**config.mk**
```make
export PLATFORM = sky130hd
export DESIGN_NAME = mag_compare_seq_ctrl
export DESIGN_NICKNAME = d
export VERILOG_FILES = /design/src/rtl/mag_compare_seq_ctrl_pkg.sv /design/src/rtl/mag_compare_4bit_df.sv /design/src/rtl/mag_compare_seq_ctrl.sv
export SDC_FILE = /design/constraint.sdc
export NUM_CORES = 1
export LEC_CHECK = 0
export CORE_ASPECT_RATIO = 0.9
export CORE_MARGIN = 2
export CORE_UTILIZATION = 49
export DETAILED_ROUTE_END_ITERATION = 12
export PLACE_DENSITY_LB_ADDON = 0.3
export SLEW_MARGIN = 20
export SYNTH_ARGS = -nofsm -noshare
export SYNTH_HDL_FRONTEND = slang
export SYNTH_SLANG_ARGS = --single-unit
```
**constraint.sdc**
```tcl
create_clock -name clock -period 2.5 [get_ports clock]
set_input_delay 0.375 -clock clock [delete_from_list [all_inputs] [get_ports clock]]
set_output_delay 0.375 -clock clock [all_outputs]
set_load 0.005 [all_outputs]
```
**src/rtl/mag_compare_seq_ctrl_pkg.sv**
```systemverilog
// Shared types and constants for the nibble-serial wide magnitude comparator.
package mag_compare_seq_ctrl_pkg;

  localparam int unsigned NibW = 4;

  typedef enum logic [1:0] {
    StIdle    = 2'b00,
    StCompare = 2'b01,
    StDone    = 2'b10
  } state_e;

endpackage

```
**src/rtl/mag_compare_4bit_df.sv**
```systemverilog
// Combinational 4-bit unsigned magnitude comparator, dataflow style.
module mag_compare_4bit_df (
  output logic       A_lt_B,
  output logic       A_eq_B,
  output logic       A_gt_B,
  input  logic [3:0] A,
  input  logic [3:0] B
);

  assign A_lt_B = (A < B);
  assign A_eq_B = (A == B);
  assign A_gt_B = (A > B);

endmodule

```
**src/rtl/mag_compare_seq_ctrl.sv**
```systemverilog
// Wide unsigned compare by walking one 4-bit comparator slice MS nibble first,
// stopping at the first unequal nibble; start/busy/done handshake.
module mag_compare_seq_ctrl
  import mag_compare_seq_ctrl_pkg::*;
#(
  parameter int unsigned NIBBLES = 4,
  parameter int unsigned CNT_W   = 5
) (
  input  logic                    clock,
  input  logic                    reset_b,
  input  logic                    start,
  input  logic [NibW*NIBBLES-1:0] A,
  input  logic [NibW*NIBBLES-1:0] B,
  output logic                    busy,
  output logic                    done,
  output logic                    A_lt_B,
  output logic                    A_eq_B,
  output logic                    A_gt_B,
  output logic [CNT_W-1:0]        nib_cnt
);

  localparam int unsigned IdxW = (NIBBLES > 1) ? $clog2(NIBBLES) : 1;
  localparam int unsigned OpW  = NibW * NIBBLES;

  state_e            state_q, state_d;
  logic [OpW-1:0]    a_q, b_q;
  logic [IdxW-1:0]   idx_q;
  logic              lt_q, eq_q, gt_q;
  logic [CNT_W-1:0]  nib_cnt_q;

  logic [NibW-1:0]   nib_a, nib_b;
  logic              slice_lt, slice_eq, slice_gt;
  logic              accept;
  logic              last_nib;

  assign nib_a    = a_q[NibW*idx_q +: NibW];
  assign nib_b    = b_q[NibW*idx_q +: NibW];
  assign last_nib = (idx_q == '0);
  // DONE accepts start exactly like IDLE so back-to-back compares lose no cycle.
  assign accept   = start && (state_q != StCompare);

  mag_compare_4bit_df u_slice (
    .A_lt_B (slice_lt),
    .A_eq_B (slice_eq),
    .A_gt_B (slice_gt),
    .A      (nib_a),
    .B      (nib_b)
  );

  always_ff @(posedge clock or negedge reset_b) begin
    if (!reset_b) begin
      state_q <= StIdle;
    end else begin
      state_q <= state_d;
    end
  end

  always_comb begin
    state_d = state_q;
    case (state_q)
      StIdle: begin
        if (start) state_d = StCompare;
      end
      StCompare: begin
        if (!slice_eq || last_nib) state_d = StDone;
      end
      StDone: begin
        state_d = start ? StCompare : StIdle;
      end
      default: state_d = StIdle;
    endcase
  end

  always_comb begin
    busy = (state_q == StCompare);
    done = (state_q == StDone);
  end

  always_ff @(posedge clock or negedge reset_b) begin
    if (!reset_b) begin
      a_q       <= '0;
      b_q       <= '0;
      idx_q     <= '0;
      lt_q      <= 1'b0;
      eq_q      <= 1'b0;
      gt_q      <= 1'b0;
      nib_cnt_q <= '0;
    end else if (accept) begin
      a_q       <= A;
      b_q       <= B;
      idx_q     <= IdxW'(NIBBLES - 1);
      lt_q      <= 1'b0;
      eq_q      <= 1'b0;
      gt_q      <= 1'b0;
      nib_cnt_q <= '0;
    end else if (state_q == StCompare) begin
      nib_cnt_q <= nib_cnt_q + 1'b1;
      if (slice_lt) begin
        lt_q <= 1'b1;
      end else if (slice_gt) begin
        gt_q <= 1'b1;
      end else if (last_nib) begin
        eq_q <= 1'b1;
      end else begin
        idx_q <= idx_q - 1'b1;
      end
    end
  end

  assign A_lt_B  = lt_q;
  assign A_eq_B  = eq_q;
  assign A_gt_B  = gt_q;
  assign nib_cnt = nib_cnt_q;

endmodule

```
==> impl_metrics.py, run 1 <==
metrics = {
    "status": {
        "status": "completed",
    },
    "clocking": {
        "clkSinkCount": 44,
        "cts_root_buffer": "clkbuf_8",
        "cts.repair.resized": 0,
        "numCtsBuffers": 5,
        "ctsHoldBuffers": 0,
        "cts_tree": "yes",
        "htreeDepth": 2,
        "clk_pin_slew_ns": 0.07,
        "postCtsSetupBuffers": 0,
        "cts.path.max_buffers": 2,
        "clk_latency_ns": 0.29,
    },
    "yosys": {
        "yosysTopAreaCellShare": 0.513,
        "avgSynthCellArea_um2": 15.0,
        "synth.area.top_cells": "dfrtp_1, mux2_4, mux4_2, ha_1, mux2_2",
        "synth_nets": 184,
        "synthesis.area_mm2": 0.00215,
        "ys_seq_area_frac": 0.513,
        "syn_inst": 143,
        "synth_top_area_cell": "dfrtp_1",
        "yosysUniqueCellTypes": 26,
        "yosys_register_bits": 44,
        "ys_warn_count": 0,
    },
    "timing": {
        "fin_worst_skew_ns": 0.00409,
        "min_period_ns": 2.23,
        "finalCritPeriodShare": 0.893,
        "tns_ns": 0,
        "worstMarginPinSlew_ns": 0.942,
        "setup_viol": 0,
        "postLayoutSetupSlackWorst_ns": 0.268,
        "max_freq_mhz": 448,
        "slew_headroom": 0.372,
        "hold_violations": 0,
        "slew_violations": 0,
        "rsz0062_at_grt": "no",
    },
    "floorplanning": {
        "ios": 45,
        "core_mm2": 0.00413,
        "die-area_mm2": 0.00493,
        "die_x_um": 73.8,
        "start_util": 0.520,
        "die_h_um": 66.8,
        "row_count": 22,
    },
    "setup_path": {
        "worstPathRequired_ns": 2.71,
        "cp.arrival_ns": 2.44,
        "reg2reg_to": "idx_q[1]",
        "crit_fanout": 7,
        "r2r_cells": 8,
        "crit_type": "register to register",
        "rrSetupSlack_ns": 0.27,
        "worstSetupEndpointType": "register",
        "r2r-start": "idx_q[0]",
        "worstSetupStartpointType": "register",
    },
    "grt": {
        "grt_pass1_wl_mm": 6.60,
        "grt_overflow": 0,
        "grt.total_usage": 0.180,
        "antenna_found_initial": 0,
        "grt_max_degree": 45,
        "grt_pass1_vias": 1351,
    },
    "route": {
        "ant_nets": 0,
        "drc": 0,
        "wire_per_inst_um": 16.2,
        "vias": 1297,
        "dr.pass1.iters": 4,
        "via_per_inst": 5.45,
        "routed_wl_mm": 3.85,
        "drt_iter0_markers": 69,
    },
    "cells_and_area": {
        "areaGrowthSynthToFinish_pct": 25.7,
        "num_antenna_cells": 0,
        "final_common_cell": "dfrtp_1",
        "nNetsFinal": 231,
        "stdcell_count": 238,
        "stdcell_area_mm2": 0.00270,
        "seqCellArea_mm2": 0.00110,
        "final_layout_size_suffix_gt1_frac": 0.274,
        "post-route-util": 0.653,
        "final_cell_mix": "dfrtp_1, clkdlybuf4s50_1, mux2_4",
        "fill_cells": 310,
        "multi_input_area_um2": 956,
    },
    "min_path": {
        "hold_class": "input pin to async pin",
    },
    "place": {
        "portBuffers": 44,
        "dpl.cell_count": 231,
        "dpl_cell_area_mm2": 0.00260,
        "dp_slack_ns": 0.296,
        "hpwl_mm": 2.86,
        "place_congestion": 0.857,
    },
    "job": {
        "max_cap_viol_count": 0,
    },
    "power_and_ir_drop": {
        "ir_drop_v": 0.000581,
        "power_density_mw_per_mm2": 931,
        "p_leak_nw": 1.26,
    },
}
synthesized netlist by cell type, drive strengths merged:
library cell	count
a21oi	4
nand4	3
mux2	32
mux4	8
a22o	1
nor3b	1
a31oi	2
ha	6
nand3b	1
o32ai	1
o211ai	1
buf	6
nand3	1
nor2	4
inv	8
dfrtp	44
clkinv	1
o21ai	7
nor2b	2
nand2	5
mux2i	2
a32o	2
nand2b	1
kinds of logic (layout without fill, tap and decap cells):
logic type	Yosys count	after routing	share of synthesized area
flip-flops	44	44	0.513
multiplexers	42	42	0.308
AO/OA/AOI/OAI	18	18	0.0525
buffers and inverters	15	62	0.0414
AND/OR/NAND/NOR	18	18	0.0496
adder cells (fa/ha/maj)	6	6	0.0350
layer usage:
| metal | vias to the layer above | GRT usage | wire, um |
|---|---|---|---|
| met5 | - | 0 | 0 |
| li1 | 618 | - | - |
| met3 | 4 | 0.0454 | 163 |
| met2 | 33 | 0.270 | 1810 |
| met1 | 642 | 0.258 | 1840 |
| met4 | 0 | 0.0545 | 40 |
report_power, final:
group | switching [mW] | internal (mW) | total [mW]
clock | 0.217 | 0.246 | 0.463
combinational | 0.366 | 0.615 | 0.981
sequential | 0.141 | 0.926 | 1.07
worst max-delay path, stage by stage, from the launching register on:
cell and delay [ns]:
dfrtp_1 0.34, buf_4 0.17, mux4_2 0.51, inv_1 0.08, ha_1 0.25, a21oi_1 0.21
nor3b_1 0.19, nand3b_1 0.18, mux2i_1 0.21
flip-flops by register name, indices dropped and copies added (netlist names):
register and cells:
a_q 16, b_q 16, nib_cnt 5, idx_q 2, state_q 2, A_eq_B 1, A_gt_B 1, A_lt_B 1
layout make-up:
| class | instances | area share |
|---|---|---|
| flip-flops and latches | 44 | 0.408 |
| multi-input cells | 84 | 0.354 |
| repair buffers | 46 | 0.167 |
| clock buffers | 7 | 0.0357 |
| well taps | 48 | 0.0223 |
| inverters | 9 | 0.0125 |
worst max path at each step:
stage,startpoint,end,slack (ns)
floorplan,idx_q[0],A_eq_B,0.38
global placement,idx_q[0],idx_q[0],0.35
detailed placement,idx_q[0],idx_q[1],0.30
CTS,idx_q[0],idx_q[1],0.27
global route,idx_q[0],idx_q[1],0.04
finish,idx_q[0],idx_q[1],0.27
metrics by stage:
| step | power (mW) | hold slack (ns) |
|---|---|---|
| 6_report | 2.51 | 0.225 |
| 4_1_cts | 2.54 | 0.261 |
| 3_5_place_dp | 2.07 | 0.482 |
| 2_1_floorplan | 1.78 | 0.0794 |
| 5_1_grt | 2.68 | 0.311 |
| 3_3_place_gp | 2.03 | 0.475 |
(Power assumes the default switching activity.)
==> run 2, diff against run 1 <==
CTS_CLUSTER_DIAMETER = 40   (was unset)
CTS_CLUSTER_SIZE = 16   (was unset)
==> results of run 2 <==
Same layout as run 1: the final DEF is identical, and so are final timing and power.
==> run 3, diff against run 2 <==
CORE_UTILIZATION = 28   (was 49)
==> impl_metrics.py, run 3 (synthesized netlist as in run 1, its figures left out) <==
metrics = {
    "power_and_ir_drop": {
        "power_density_mw_per_mm2": 927,
        "p_leak_nw": 1.27,
        "ir_drop_v": 0.000319,
    },
    "route": {
        "vias": 1300,
        "ant_nets": 0,
        "via_per_inst": 4.51,
        "drc": 0,
        "routed_wl_mm": 4.01,
        "drt_iter0_markers": 64,
        "wire_per_inst_um": 13.9,
        "dr.pass1.iters": 4,
    },
    "cells_and_area": {
        "areaGrowthSynthToFinish_pct": 29.4,
        "num_antenna_cells": 0,
        "final_layout_size_suffix_gt1_frac": 0.276,
        "final_common_cell": "dfrtp_1",
        "final_cell_mix": "dfrtp_1, clkdlybuf4s50_1, mux2_4",
        "nNetsFinal": 232,
        "stdcell_count": 288,
    },
    "setup_path": {
        "worstPathRequired_ns": 2.71,
        "rrSetupSlack_ns": 0.26,
        "cp_top_family": "multiplexers",
        "r2r-start": "idx_q[0]",
        "critPathMaxStageDelay_ns": 0.51,
        "worstPathCellList": "buf_4 -> mux4_2 -> ha_1 -> a21oi_1 -> nor3b_1 -> nand3b_1 -> mux2i_1",
        "r2r_cells": 7,
        "reg2reg_to": "idx_q[1]",
        "worstSetupStartpointType": "register",
        "crit_fanout": 9,
        "cp.depth": 7,
        "cp.arrival_ns": 2.45,
        "crit_path_top_delay_cell": "mux4_2",
        "crit_type": "register to register",
        "worstSetupEndpointType": "register",
        "crit_path_end": "idx_q[1]",
        "crit_start": "idx_q[0]",
        "critPathBufInv": 1,
    },
    "status": {
        "status": "completed",
    },
    "grt": {
        "grt_pass1_wl_mm": 6.88,
        "met3_usage": 0.0277,
        "grt_overflow": 0,
        "met1_usage": 0.154,
        "grt_busiest_layer": "met2",
        "grt.total_usage": 0.109,
        "grt_use_met2": 0.164,
        "grt_max_degree": 36,
        "grt_pass1_vias": 1385,
        "antenna_found_initial": 0,
    },
    "floorplanning": {
        "row_count": 30,
        "die_h_um": 87.1,
        "die-area_mm2": 0.00838,
        "die_x_um": 96.3,
        "core_mm2": 0.00747,
        "ios": 45,
        "start_util": 0.287,
    },
    "timing": {
        "slew_violations": 0,
        "postLayoutSetupSlackWorst_ns": 0.259,
        "finalCritPeriodShare": 0.897,
        "min_period_ns": 2.24,
        "tns_ns": 0,
        "hold_violations": 0,
        "worstMarginPinSlew_ns": 0.613,
        "slew_headroom": 0.591,
        "hold_ws_ns": 0.0107,
        "max_freq_mhz": 446,
        "fin_worst_skew_ns": 0.00648,
        "setup_viol": 0,
        "rsz0062_at_grt": "no",
    },
    "clocking": {
        "cts_root_buffer": "clkbuf_8",
        "cts.path.max_buffers": 2,
        "clkSinkCount": 44,
        "numCtsBuffers": 5,
        "clk_pin_slew_ns": 0.08,
        "htreeDepth": 2,
        "postCtsSetupBuffers": 0,
        "cts.repair.resized": 0,
        "ctsHoldBuffers": 0,
        "cts_tree": "yes",
        "clk_latency_ns": 0.29,
    },
    "place": {
        "dp_slack_ns": 0.242,
        "place_congestion": 0.695,
        "portBuffers": 44,
        "dpl.cell_count": 280,
        "hpwl_mm": 2.94,
    },
    "job": {
        "max_cap_viol_count": 0,
    },
    "min_path": {
        "hold_class": "input pin to async pin",
    },
}
run 3: changes by cell type in the layout (fill, tap and decap cells not counted):
cell	change
clkbuf_8	-2
buf_4	+1
bufinv_16	+1
clkbuf_1	+1
clkinv_2	+1
run 3: where the power goes:
group          leakage, nW  total [mW]  switching, mW  internal [mW]
sequential           0.524        1.07          0.143          0.926
combinational        0.695       0.973          0.359          0.614
clock               0.0552       0.532          0.236          0.297
total                 1.27        2.57          0.737           1.84
run 3: layer usage:
metal  vias up  share of wire  wire, um
met5         -              0         0
met4         0          0.011        44
li1        618              -         -
met2        33           0.45      1810
met1       642           0.49      1970
met3         7          0.045       180
run 3: per-stage QoR:
step | total power [mW] | cell area, um^2 | util
CTS | 2.62 | 2780 | 0.372
finish | 2.57 | 2780 | 0.372
floorplan | 1.78 | 2150 | -
detailed placement | 2.07 | 2670 | 0.357
global route | 2.76 | 2780 | 0.372
global placement | 2.06 | 2670 | 0.357
run 3: layout make-up:
| class | instances | area, um^2 |
|---|---|---|
| Fill cell | 708 | 4690 |
| Multi-Input combinational cell | 84 | 956 |
| Timing Repair Buffer | 47 | 458 |
| Clock buffer | 6 | 72.6 |
| Tap cell | 96 | 120 |
| Clock inverter | 2 | 35.0 |
| Sequential cell | 44 | 1100 |
| Inverter | 9 | 33.8 |
run 3: how the worst min path moves through the flow:
stage,startpoint,endpoint,depth (start not counted)
2_1_floorplan,reset_b,A_eq_B,0
3_3_place_gp,reset_b,a_q[11],1
4_1_cts,reset_b,a_q[11],1
3_5_place_dp,reset_b,a_q[11],1
5_1_grt,reset_b,a_q[0],1
6_report,reset_b,a_q[12],1
